===== src/rtl/argmax_pkg.sv =====
// argmax_pkg: shared types and elaboration-time helpers for the streaming argmax unit.
package argmax_pkg;

    typedef enum logic [1:0] {
        IDLE = 2'd0,
        SCAN = 2'd1,
        DONE = 2'd2
    } state_t;

    // Index width for n items, never narrower than one bit.
    function automatic int index_width(input int n);
        return (n <= 1) ? 1 : $clog2(n);
    endfunction

    // Number of scan beats needed to cover n items at lanes items per beat.
    function automatic int beat_count(input int n, input int lanes);
        return (n + lanes - 1) / lanes;
    endfunction

    // Most negative two's-complement value representable in r bits.
    function automatic int min_act(input int r);
        return -(1 << (r - 1));
    endfunction

endpackage


===== src/rtl/argmax_lane_cmp.sv =====
// argmax_lane_cmp: one element of the running (max, second, idx) update.
// Lanes are chained; a disabled lane passes its inputs straight through.
module argmax_lane_cmp #(
    parameter int RESOLUTION = 8,
    parameter int INDEX_W    = 4
) (
    input  logic                         en,
    input  logic signed [RESOLUTION-1:0] x,
    input  logic        [INDEX_W-1:0]    i,
    input  logic signed [RESOLUTION-1:0] max_in,
    input  logic signed [RESOLUTION-1:0] sec_in,
    input  logic        [INDEX_W-1:0]    idx_in,
    output logic signed [RESOLUTION-1:0] max_out,
    output logic signed [RESOLUTION-1:0] sec_out,
    output logic        [INDEX_W-1:0]    idx_out
);

    // Greater-or-equal on the max makes ties resolve to the later index.
    always_comb begin
        max_out = max_in;
        sec_out = sec_in;
        idx_out = idx_in;
        if (en) begin
            if (x >= max_in) begin
                sec_out = max_in;
                max_out = x;
                idx_out = i;
            end else if (x >= sec_in) begin
                sec_out = x;
            end
        end
    end

endmodule


===== src/rtl/argmax_stream_unit.sv =====
// argmax_stream_unit: accepts a packed activation vector, scans it LANES
// elements per cycle and returns winner index, max, runner-up and margin.
// Optional macro ARGMAX_CONFIDENCE_EN adds CONF_THRESHOLD and low_confidence.
//
// state | meaning
// IDLE  | waiting for a vector, in_ready high
// SCAN  | one beat of LANES elements folded into the running result per cycle
// DONE  | result registered, out_valid high until out_ready
module argmax_stream_unit
    import argmax_pkg::*;
#(
    parameter int NEURON_NUMBER = 10,
    parameter int RESOLUTION    = 8,
    parameter int LANES         = 1,
`ifdef ARGMAX_CONFIDENCE_EN
    parameter int CONF_THRESHOLD = 16,
`endif
    localparam int INDEX_W = index_width(NEURON_NUMBER)
) (
    input  logic                                clk,
    input  logic                                rst,
    input  logic                                in_valid,
    output logic                                in_ready,
    input  logic [RESOLUTION*NEURON_NUMBER-1:0] output_activations,
    output logic                                out_valid,
    input  logic                                out_ready,
    output logic [INDEX_W-1:0]                  predicted_digit,
    output logic [RESOLUTION-1:0]               max_activation,
    output logic [RESOLUTION-1:0]               runner_up,
`ifdef ARGMAX_CONFIDENCE_EN
    output logic                                low_confidence,
`endif
    output logic [RESOLUTION:0]                 margin
);

    localparam int NUM_BEATS = beat_count(NEURON_NUMBER, LANES);
    localparam int BEAT_W    = index_width(NUM_BEATS);
    localparam logic signed [RESOLUTION-1:0] MIN_ACT = RESOLUTION'(min_act(RESOLUTION));

    state_t                       state;
    logic        [BEAT_W-1:0]     beat;
    logic signed [RESOLUTION-1:0] vec_q [NEURON_NUMBER];
    logic signed [RESOLUTION-1:0] run_max;
    logic signed [RESOLUTION-1:0] run_sec;
    logic        [INDEX_W-1:0]    run_idx;

    logic                         lane_en [LANES];
    logic signed [RESOLUTION-1:0] lane_x  [LANES];
    logic        [INDEX_W-1:0]    lane_i  [LANES];

    logic signed [RESOLUTION-1:0] chain_max [LANES+1];
    logic signed [RESOLUTION-1:0] chain_sec [LANES+1];
    logic        [INDEX_W-1:0]    chain_idx [LANES+1];

    logic [RESOLUTION:0] margin_next;
    logic                accept;
    logic                last_beat;

    assign in_ready  = (state == IDLE) && !rst;
    assign accept    = in_valid && in_ready;
    assign last_beat = (beat == BEAT_W'(NUM_BEATS - 1));

    // Capture the vector on acceptance; later input changes are ignored.
    always_ff @(posedge clk) begin
        if (accept) begin
            for (int k = 0; k < NEURON_NUMBER; k++) begin
                vec_q[k] <= output_activations[k*RESOLUTION +: RESOLUTION];
            end
        end
    end

    // Route the elements of the current beat to the lanes; lanes past the end of the vector idle.
    always_comb begin
        for (int l = 0; l < LANES; l++) begin
            lane_en[l] = 1'b0;
            lane_x[l]  = '0;
            lane_i[l]  = '0;
            for (int k = 0; k < NEURON_NUMBER; k++) begin
                if (int'(beat) * LANES + l == k) begin
                    lane_en[l] = 1'b1;
                    lane_x[l]  = vec_q[k];
                    lane_i[l]  = INDEX_W'(k);
                end
            end
        end
    end

    assign chain_max[0] = run_max;
    assign chain_sec[0] = run_sec;
    assign chain_idx[0] = run_idx;

    for (genvar l = 0; l < LANES; l++) begin : g_lane
        argmax_lane_cmp #(
            .RESOLUTION (RESOLUTION),
            .INDEX_W    (INDEX_W)
        ) u_lane (
            .en      (lane_en[l]),
            .x       (lane_x[l]),
            .i       (lane_i[l]),
            .max_in  (chain_max[l]),
            .sec_in  (chain_sec[l]),
            .idx_in  (chain_idx[l]),
            .max_out (chain_max[l+1]),
            .sec_out (chain_sec[l+1]),
            .idx_out (chain_idx[l+1])
        );
    end

    // max >= second always holds, so the widened difference is non-negative.
    assign margin_next = {chain_max[LANES][RESOLUTION-1], chain_max[LANES]}
                       - {chain_sec[LANES][RESOLUTION-1], chain_sec[LANES]};

    // Control FSM, running result and registered outputs.
    always_ff @(posedge clk) begin
        if (rst) begin
            state           <= IDLE;
            beat            <= '0;
            run_max         <= MIN_ACT;
            run_sec         <= MIN_ACT;
            run_idx         <= '0;
            out_valid       <= 1'b0;
            predicted_digit <= '0;
            max_activation  <= '0;
            runner_up       <= '0;
            margin          <= '0;
`ifdef ARGMAX_CONFIDENCE_EN
            low_confidence  <= 1'b0;
`endif
        end else begin
            case (state)
                IDLE: begin
                    if (accept) begin
                        state   <= SCAN;
                        beat    <= '0;
                        run_max <= MIN_ACT;
                        run_sec <= MIN_ACT;
                        run_idx <= '0;
                    end
                end
                SCAN: begin
                    run_max <= chain_max[LANES];
                    run_sec <= chain_sec[LANES];
                    run_idx <= chain_idx[LANES];
                    if (last_beat) begin
                        state           <= DONE;
                        out_valid       <= 1'b1;
                        predicted_digit <= chain_idx[LANES];
                        max_activation  <= chain_max[LANES];
                        runner_up       <= chain_sec[LANES];
                        margin          <= margin_next;
`ifdef ARGMAX_CONFIDENCE_EN
                        low_confidence  <= (int'(margin_next) < CONF_THRESHOLD);
`endif
                    end else begin
                        beat <= beat + 1'b1;
                    end
                end
                DONE: begin
                    if (out_ready) begin
                        state     <= IDLE;
                        out_valid <= 1'b0;
                    end
                end
                default: begin
                    state     <= IDLE;
                    out_valid <= 1'b0;
                end
            endcase
        end
    end

endmodule


===== config.mk =====
export PLATFORM = sky130hd
export DESIGN_NAME = argmax_stream_unit
export DESIGN_NICKNAME = d
export VERILOG_FILES = /design/src/rtl/argmax_pkg.sv /design/src/rtl/argmax_lane_cmp.sv /design/src/rtl/argmax_stream_unit.sv
export SDC_FILE = /design/constraint.sdc
export NUM_CORES = 1
export LEC_CHECK = 0
export CAP_MARGIN = 15
export CORE_MARGIN = 2
export CORE_UTILIZATION = 45
export DETAILED_ROUTE_END_ITERATION = 7
export HOLD_SLACK_MARGIN = 0.15
export MAX_ROUTING_LAYER = met4
export PLACE_DENSITY = 0.7
export SLEW_MARGIN = 20
export SYNTH_ARGS = -nofsm -noshare
export SYNTH_HDL_FRONTEND = slang
export SYNTH_HIERARCHICAL = 1
export SYNTH_SLANG_ARGS = --single-unit

===== constraint.sdc =====
create_clock -name clk -period 8.5 [get_ports clk]
set_clock_uncertainty 0.05 [all_clocks]
set_input_delay 1.7 -clock clk [delete_from_list [all_inputs] [get_ports clk]]
set_output_delay 1.7 -clock clk [all_outputs]
set_load 0.05 [all_outputs]

==> results of run 1 <==
## registers in the layout (all words and copies together), names as in the netlist
register / cells
state: 2
run_sec: 8
out_valid: 1
margin: 9
beat: 4
predicted_digit: 4
run_max: 8
run_idx: 4
runner_up: 8
max_activation: 8
vec_q: 80
## power groups by stage
stage          combinational (mW)  sequential, mW  clock, mW
2_1_floorplan               0.274           0.744          0
3_3_place_gp                0.380           0.747          0
3_5_place_dp                0.385           0.747          0
4_1_cts                     0.388           0.733      0.716
5_1_grt                     0.432           0.735      0.747
6_report                    0.390           0.733      0.703
## stage by stage
stage,setup slack [ns],hold WS [ns],utilization (%)
after floorplan,2.47,0.398,-
after global placement,2.71,0.394,54.4
after detailed placement,2.49,0.396,54.4
after CTS,2.47,0.404,58.3
after global routing,1.89,0.418,58.3
final,2.41,0.401,58.3
## per-layer routing
metal  global-route usage, %  vias up
li1                        -     2668
met1                    30.5     2608
met2                    36.4      157
met3                    4.26       24
met4                    7.56        0
met5                       -        -
## tightest hold or removal path, delay by kind of cell (launching register included)
family,cells,cell delay [ns]
flip-flops,1,0.31
AO/OA/AOI/OAI,1,0.05
AND/OR/NAND/NOR,1,0.05
## logic make-up (layout without fill, tap and decap cells)
group	after synthesis	in the layout	share of synthesized area, %
buffers and inverters	92	200	5.96
XOR/XNOR	3	3	0.390
AND/OR/NAND/NOR	237	237	17.5
adder cells (fa/ha/maj)	29	29	5.50
AO/OA/AOI/OAI	183	183	18.0
flip-flops	136	136	52.3
multiplexers	2	2	0.316
## cell usage in the layout (no fill, tap or decap), types with 4 or more instances in the layout
master / count
sky130_fd_sc_hd__inv_1: 47
sky130_fd_sc_hd__clkbuf_16: 17
sky130_fd_sc_hd__nor3b_1: 8
sky130_fd_sc_hd__nand4_1: 9
sky130_fd_sc_hd__clkinvlp_4: 4
sky130_fd_sc_hd__dfxtp_1: 56
sky130_fd_sc_hd__nand3b_1: 14
sky130_fd_sc_hd__a221oi_1: 6
sky130_fd_sc_hd__o21ai_0: 15
sky130_fd_sc_hd__inv_6: 5
sky130_fd_sc_hd__clkdlybuf4s50_1: 113
sky130_fd_sc_hd__ha_1: 28
sky130_fd_sc_hd__a31oi_1: 6
sky130_fd_sc_hd__edfxtp_1: 80
sky130_fd_sc_hd__o32a_1: 8
sky130_fd_sc_hd__o21a_1: 4
sky130_fd_sc_hd__o21ai_1: 9
sky130_fd_sc_hd__buf_4: 6
sky130_fd_sc_hd__o211ai_1: 15
sky130_fd_sc_hd__nor3_1: 9
sky130_fd_sc_hd__nand2b_1: 6
sky130_fd_sc_hd__a211oi_1: 6
sky130_fd_sc_hd__nand3_1: 36
sky130_fd_sc_hd__a21oi_1: 72
sky130_fd_sc_hd__nand2_1: 104
sky130_fd_sc_hd__o22ai_1: 6
sky130_fd_sc_hd__a21o_1: 4
sky130_fd_sc_hd__a211o_1: 5
sky130_fd_sc_hd__nor2_1: 20
sky130_fd_sc_hd__nor2b_1: 14
## final cells by class
cell class,count,share of cell area [%]
well taps,184,2.71
clock buffers,20,5.25
multi-input cells,454,33.2
flip-flops and latches,136,41.4
inverters,48,2.12
repair buffers,120,13.9
clock inverters,12,1.38
## final timing paths
path                           from                      to  slack, ns  depth (start not counted)
min reg2reg  margin[3]$_SDFFE_PP0P_  margin[3]$_SDFFE_PP0P_       0.40                          2
max reg2reg    beat[0]$_SDFFE_PP0P_  margin[6]$_SDFFE_PP0P_       2.41                         20
min          margin[3]$_SDFFE_PP0P_  margin[3]$_SDFFE_PP0P_       0.40                          2
max            beat[0]$_SDFFE_PP0P_  margin[6]$_SDFFE_PP0P_       2.41                         20
==> results summary, run 1 <==
The post-detailed-route count of antenna-violating nets came out at 0. The critical path goes through inv_1, ha_1, or2_0, o311ai_1, o211ai_1, a21oi_1, ha_1, a2111oi_2, nor3_2, and2_4, o21ai_2, mux2_1, inv_1, ha_1, inv_1, fa_1, a211o_1, a211oi_1, or4b_1, nand3_1. The post-synthesis async set-or-reset flop share is 0%. Global routing finished with a remaining overflow of 0. The largest single stage delay on the critical path is 0.55 ns. The number of iterations in the first detailed-routing pass is 5.

The area taken by flip-flops and latches came out at around 3500 um2. TritonCTS built the clock tree. The routability-driven placement congestion ratio is 0.943. The max-slew headroom at the worst pin is 30.5%.

The biggest area contributor in the post-synthesis netlist is sky130_fd_sc_hd__edfxtp_1. The number of cells in the design after placement is 942. The multi-input gate area in the final layout came out at 2820 um2. Clock tree synthesis found a total of 136 sinks. The met2 wirelength from detailed routing came out at 8440 um. At the end of the flow, the number of nets in the layout was 890.

The count of buffering cells on the critical path with inverters included came out at 3. The site row count came out at 44. Setup repair after global routing left no endpoint under its margin. The later pin in the worst-skew pair is clocked with a latency of 0.42 ns. The proportion of synthesized chip area in sequential cells came out at between 50% and 60%. The first routing iteration left just over 500 violations.

The synthesized netlist net count is 795. The per-cell via count in the routed design is 5.60. The post-synthesis to final-layout area growth came out at 26.2%.

Counting every instance in the synthesized netlist gives between 600 and 700. The die area is 16,000 um2. The post-route clock period utilization is 71.7%. Counting flops and latches in the post-synthesis netlist gives 136. The number of warnings reported in the yosys synthesis log came out at 6. The maximum fanout count along the critical path came out at 28.

The final-report max-slew violation count was 0. STA classifies the critical path startpoint as a register. The clock period minus final worst setup slack is 6.09 ns.

Setup violations remaining at the end of the flow were counted as 0. The maximum number of pins on one net before global-route repair is 81. The share of cells above drive strength 1 came out at 6.58%. The total routed wire length on the met1 layer came out at a little over 8000 um.

The average cell area after synthesis came out at 9.88 um2. The transition time at the pin with the least slew margin is about 1.0 ns. After detailed routing, the total wire length is 17,500 um. The run finished with clean final reports.

The slowest stage of the critical path belongs to the cell sky130_fd_sc_hd__ha_1. The global-route wire length before repair came out at 28,100 um. The depth of the CTS H-tree is 4.

The via count of the first global-routing pass came to 5,385. The maximum clock frequency came out at 164 MHz. After detailed routing, the average wire length per cell comes to 17.9 um.

For this design the total switching power over the nets is between 0.5 and 0.6 mW. The die height is ~130 um. The post-detailed-placement cell area came out at roughly 8000 um2. The completed layout was analyzed and its total power is 1.83 mW. The data required time at the worst endpoint came out at 8.75 ns. The leakage component of the power came out at 2.95 nW.

The number of endpoints with negative hold slack in the final report came out at 0. The half-perimeter wire length after placement is 12,900 um. The post-cts repair resize count is 0. The max capacitance violation total came out at 0. The detailed router placed about 5,500 vias in this run. The sum of negative setup slack is 0 ns. The clock-pin slew on the worst setup and hold paths came out at 0.06 ns. The number of antenna violations at the first check in global routing is 0. STA classifies the critical path endpoint as a register.

The total power per unit cell area came out at 215 nW/um2. The number of synthesized flops with an enable pin came out at 80. The horizontal die dimension came out at roughly 130 um.

The fraction of power consumed by combinational cells came out at 21.4%. The count of input and output buffers came out at roughly 110. 0 antenna diodes ended up in the layout. The kind of critical path is reg2reg. The initial cell density of the core is 46.2%. The global router's overall resource usage came out at 23.1%. The post-route non-filler standard cell count is 974.

IR analysis of the VDD net gives a maximum drop of between 0.1 and 0.15 mV. The min-delay analysis places its worst path in the category reg2reg. The number of top-level pins is 115. The internal power consumption is 1.29 mW.

The master cell of the clock root buffer is sky130_fd_sc_hd__clkbuf_16. The number of buffers on the longest clock path is 2. After routing the design area is 8500 um2. The clock power share came out at about 39%. By area the synthesized netlist is led by sky130_fd_sc_hd__edfxtp_1 (36%), sky130_fd_sc_hd__dfxtp_1 (17%), sky130_fd_sc_hd__nand2_1 (5.8%). Signal routing reaches up to met4. The power share of the sequential group came out at around two fifths. The proportion of total power due to net switching is between 20 and 30%. The most used flip-flop cell after synthesis is sky130_fd_sc_hd__edfxtp_1. The category of cells accounting for the largest share of critical-path delay is compound AO/OA/AOI/OAI gates. The number of buffers inserted during clock tree synthesis came out at 17. The number of buffers inserted by hold repair at cts came out at 0. The remaining design rule violation count is 0. At the worst endpoint, the arrival time is 6.34 ns. The number of filler cells placed in the layout is 1,280. The area share of the largest cell type after synthesis is between 30% and 40%. Ranked by instance count, the synthesized netlist is headed by sky130_fd_sc_hd__nand2_1 (104), sky130_fd_sc_hd__edfxtp_1 (80), sky130_fd_sc_hd__a21oi_1 (73).

The core footprint is 14,600 um2. The cell area after synthesis is between 6000 and 7000 um2. After detailed routing, the met3 layer carries 669 um of wire. The count of different cell masters after synthesis came out at 68. sky130_fd_sc_hd__nand2_1 is the most common cell in the netlist. In this run the post-CTS setup repair buffer count came out at 0.
(Power assumes the default switching activity.)
==> run 2: changes to the inputs <==
Settings changed: PLACE_DENSITY 0.7 to 0.72.
Clock period 8.5 ns to 5.1 ns, I/O delays scaled along.
==> run 2 against run 1 <==
  * Die area is the same
  * Sequential share of layout area shrank 1.8 points
  * Final cell count grew 3.7%
  * Utilization grew 2.7 points
  * Combinational power grew 92%
  * Worst setup slack lost 2.2 ns
  * Hold slack gained 0.0035 ns
  * Clock power grew 66%
  * Global-route usage grew 0.64 points
  * Critical path depth grew 3
==> results summary, run 2 (synthesis gave the netlist of run 1 again) <==
The run finished with clean final reports. The routability-driven placement congestion ratio is about 0.96. OpenSTA, run right after detailed placement, puts the worst setup slack at -0.0624 ns. The total vias in the final route came out at 5,757. The floorplan has 44 rows.

The number of buffers inserted during clock tree synthesis is 17. The clock period minus final worst setup slack came out at between 4 and 5 ns. The final critical path takes up 96.4% of the cycle. The number of buffers on the longest clock path came out at 2.

The half-perimeter wire length after placement is between 10,000 and 15,000 um. The end-of-flow core utilization came out at around 61%. The total congestion overflow after global routing is 0.

The remaining design rule violation count is 0. The number of iterations in the first detailed-routing pass is 6. The root buffer cell chosen for the clock tree is sky130_fd_sc_hd__clkbuf_16. Internal power comes to 2.23 mW. The top cell types in the final layout, fill and taps aside, are sky130_fd_sc_hd__clkdlybuf4s50_1 (113), sky130_fd_sc_hd__nand2_1 (104), sky130_fd_sc_hd__edfxtp_1 (80). The TritonCTS clock tree is built. The worst-skew pair later-pin latency came out at between 0.4 and 0.5 ns. The maximum clock frequency came out at 203 MHz.

The worst setup path is of the reg2reg kind. The global router's overall resource usage is around a quarter. The DRC marker count from the first detailed-route iteration is around 410. The flip-flop count of the largest register, all copies and words added is 80. At the worst endpoint, the required time is 5.40 ns. The number of top-level pins came out at 115. For this design the total switching power over the nets is about 0.91 mW.

Per report_power, the sequential group accounts for 38.9% of the total. The via count of the first global-routing pass came out at 5,699. The clock power share is 37.3%. Data on the critical path arrives at its endpoint at between 5 and 6 ns.

Net switching is 28.9% of the power. Among cell families on the critical path, the largest total delay comes from compound AO/OA/AOI/OAI gates. The final worst-path setup slack came out at 0.184 ns.

In the final timing run, aggregate negative setup slack is 0 ns. The library cell used most frequently in the layout, excluding fill and tap cells, is sky130_fd_sc_hd__clkdlybuf4s50_1. The final-report max-slew violation count came out at 0. The library cell contributing the largest single delay on the critical path is sky130_fd_sc_hd__dfxtp_4. The clock net in this run drives a total of 136 sinks. The leakage component of the power is 3.16 nW. In the final layout, the registers with the most flip-flops are vec_q (80), margin (9).

The number of endpoints failing setup at the final stage came out at 0. From synthesis to final layout, the design area changed by 32.0%. In this design, the stage delay of the slowest critical-path cell is 0.36 ns. The global-route wire length before repair is 29,100 um.

The worst supply voltage drop on vdd is 0.238 mV. After clock tree synthesis, the clock-pin slew on the worst setup and hold paths is about 0.06 ns. Cells with a size suffix above 1 make up 13.1% of the layout.

The max-slew headroom at the worst pin came out at 35.8%. From bottom edge to top edge, the die measures 126 um. The fraction of power consumed by combinational cells came out at 23.7%. The horizontal die dimension is 126 um.

With fillers left out, the area of the finished cells amounts to about 8900 um2. The count of buffering cells on the critical path with inverters included is 6. The average detailed-routed wire length per instance is 17.9 um. The nature of the critical path startpoint is a register.

Walking the worst path, the cells encountered are inv_1, ha_2, buf_4, a21oi_1, a221o_1, a221o_1, a21oi_2, inv_1, ha_1, and3_1, o21ai_1, a31oi_1, o22ai_2, buf_4, o32a_1, o211ai_1, inv_1, ha_1, buf_4, o21a_1, o31a_1, a211o_1, a21oi_1. The maximum number of pins on one net before global-route repair came out at 81. The post-detailed-route count of antenna-violating nets is 0. The largest register by flop count is vec_q. The number of antenna violations at the first check in global routing is 0. The count of input and output buffers came out at 114. The per-cell via count in the routed design came out at 5.70. The total power per unit cell area is 354 nW/um2. The die area came out at 16,000 um2.

The number of inserted diodes is 0. The number of endpoints with negative hold slack in the final report was 0. The overall power came out at approximately 3.1 mW. The number of nets in the finished design is 926.

In this run the number of H-tree levels came out at 4. The initial cell density of the core is 46.2%. The max capacitance violation total is 0. The wire length reported by the detailed router is 18,100 um. The transition time at the pin with the least slew margin is a little under 1 ns. The kind of path behind the tightest hold check is reg2reg. STA classifies the critical path endpoint as a register. The maximum fanout count along the critical path came out at 10. The post-detailed-placement cell area is 8170 um2. The core footprint came out at roughly 15,000 um2.
run 2: cell count changes in the layout (fill, tap and decap cells not counted), moves of 3 or more:
cell	before	now
sky130_fd_sc_hd__a21oi_1	72	69
sky130_fd_sc_hd__a21oi_2	1	4
sky130_fd_sc_hd__buf_4	6	40
sky130_fd_sc_hd__ha_1	28	23
sky130_fd_sc_hd__ha_2	0	4
sky130_fd_sc_hd__inv_4	0	3
run 2: worst min-delay path: stages (launching register included):
cell and delay, ns:
sky130_fd_sc_hd__dfxtp_1 0.31, sky130_fd_sc_hd__nand2_1 0.05, sky130_fd_sc_hd__a21oi_1 0.05
run 2: power by group through the flow:
stage / Clock (mW) / Sequential [mW] / Combinational (mW)
final: 1.17 / 1.22 / 0.747
after global routing: 1.24 / 1.23 / 0.817
after global placement: 0 / 1.25 / 0.668
after CTS: 1.19 / 1.22 / 0.698
after floorplan: 0 / 1.24 / 0.456
after detailed placement: 0 / 1.25 / 0.682
run 2: what timing repair did:
item,in CTS,in global routing
endpoints found under the setup margin,2,6
gates resized for setup,1,28
setup buffers,0,6
pin swaps,0,6
hold buffers,0,0
run 2: final timing paths:
check | start | endpoint | slack, ns | cells after the start
max | beat[0]$_SDFFE_PP0P_ | margin[3]$_SDFFE_PP0P_ | 0.18 | 23
min | max_activation[2]$_SDFFE_PP0P_ | max_activation[2]$_SDFFE_PP0P_ | 0.40 | 2
max reg2reg | beat[0]$_SDFFE_PP0P_ | margin[3]$_SDFFE_PP0P_ | 0.18 | 23
min reg2reg | max_activation[2]$_SDFFE_PP0P_ | max_activation[2]$_SDFFE_PP0P_ | 0.40 | 2
run 2: cell type report:
class | instances | area, um2
Fill cell | 1206 | 5690
Multi-Input combinational cell | 454 | 2920
Timing Repair Buffer | 156 | 1470
Clock inverter | 13 | 115
Tap cell | 184 | 230
Inverter | 48 | 180
Clock buffer | 19 | 454
Sequential cell | 136 | 3530
run 2: metrics by stage:
step | hold WS (ns) | std cells
detailed placement | 0.397 | 972
global placement | 0.393 | 972
floorplan | 0.398 | 682
CTS | 0.405 | 1004
global route | 0.425 | 1010
finish | 0.405 | 1010
run 2: layer usage:
| layer | vias up | wire (um) | share of wire (%) | track usage [%] |
|---|---|---|---|---|
| met2 | 211 | 8890 | 49 | 38.8 |
| met4 | 0 | 322 | 1.8 | 6.59 |
| met3 | 32 | 1000 | 5.5 | 4.34 |
| met1 | 2770 | 7880 | 44 | 30.6 |
| met5 | - | 0 | 0 | - |
| li1 | 2744 | - | - | - |
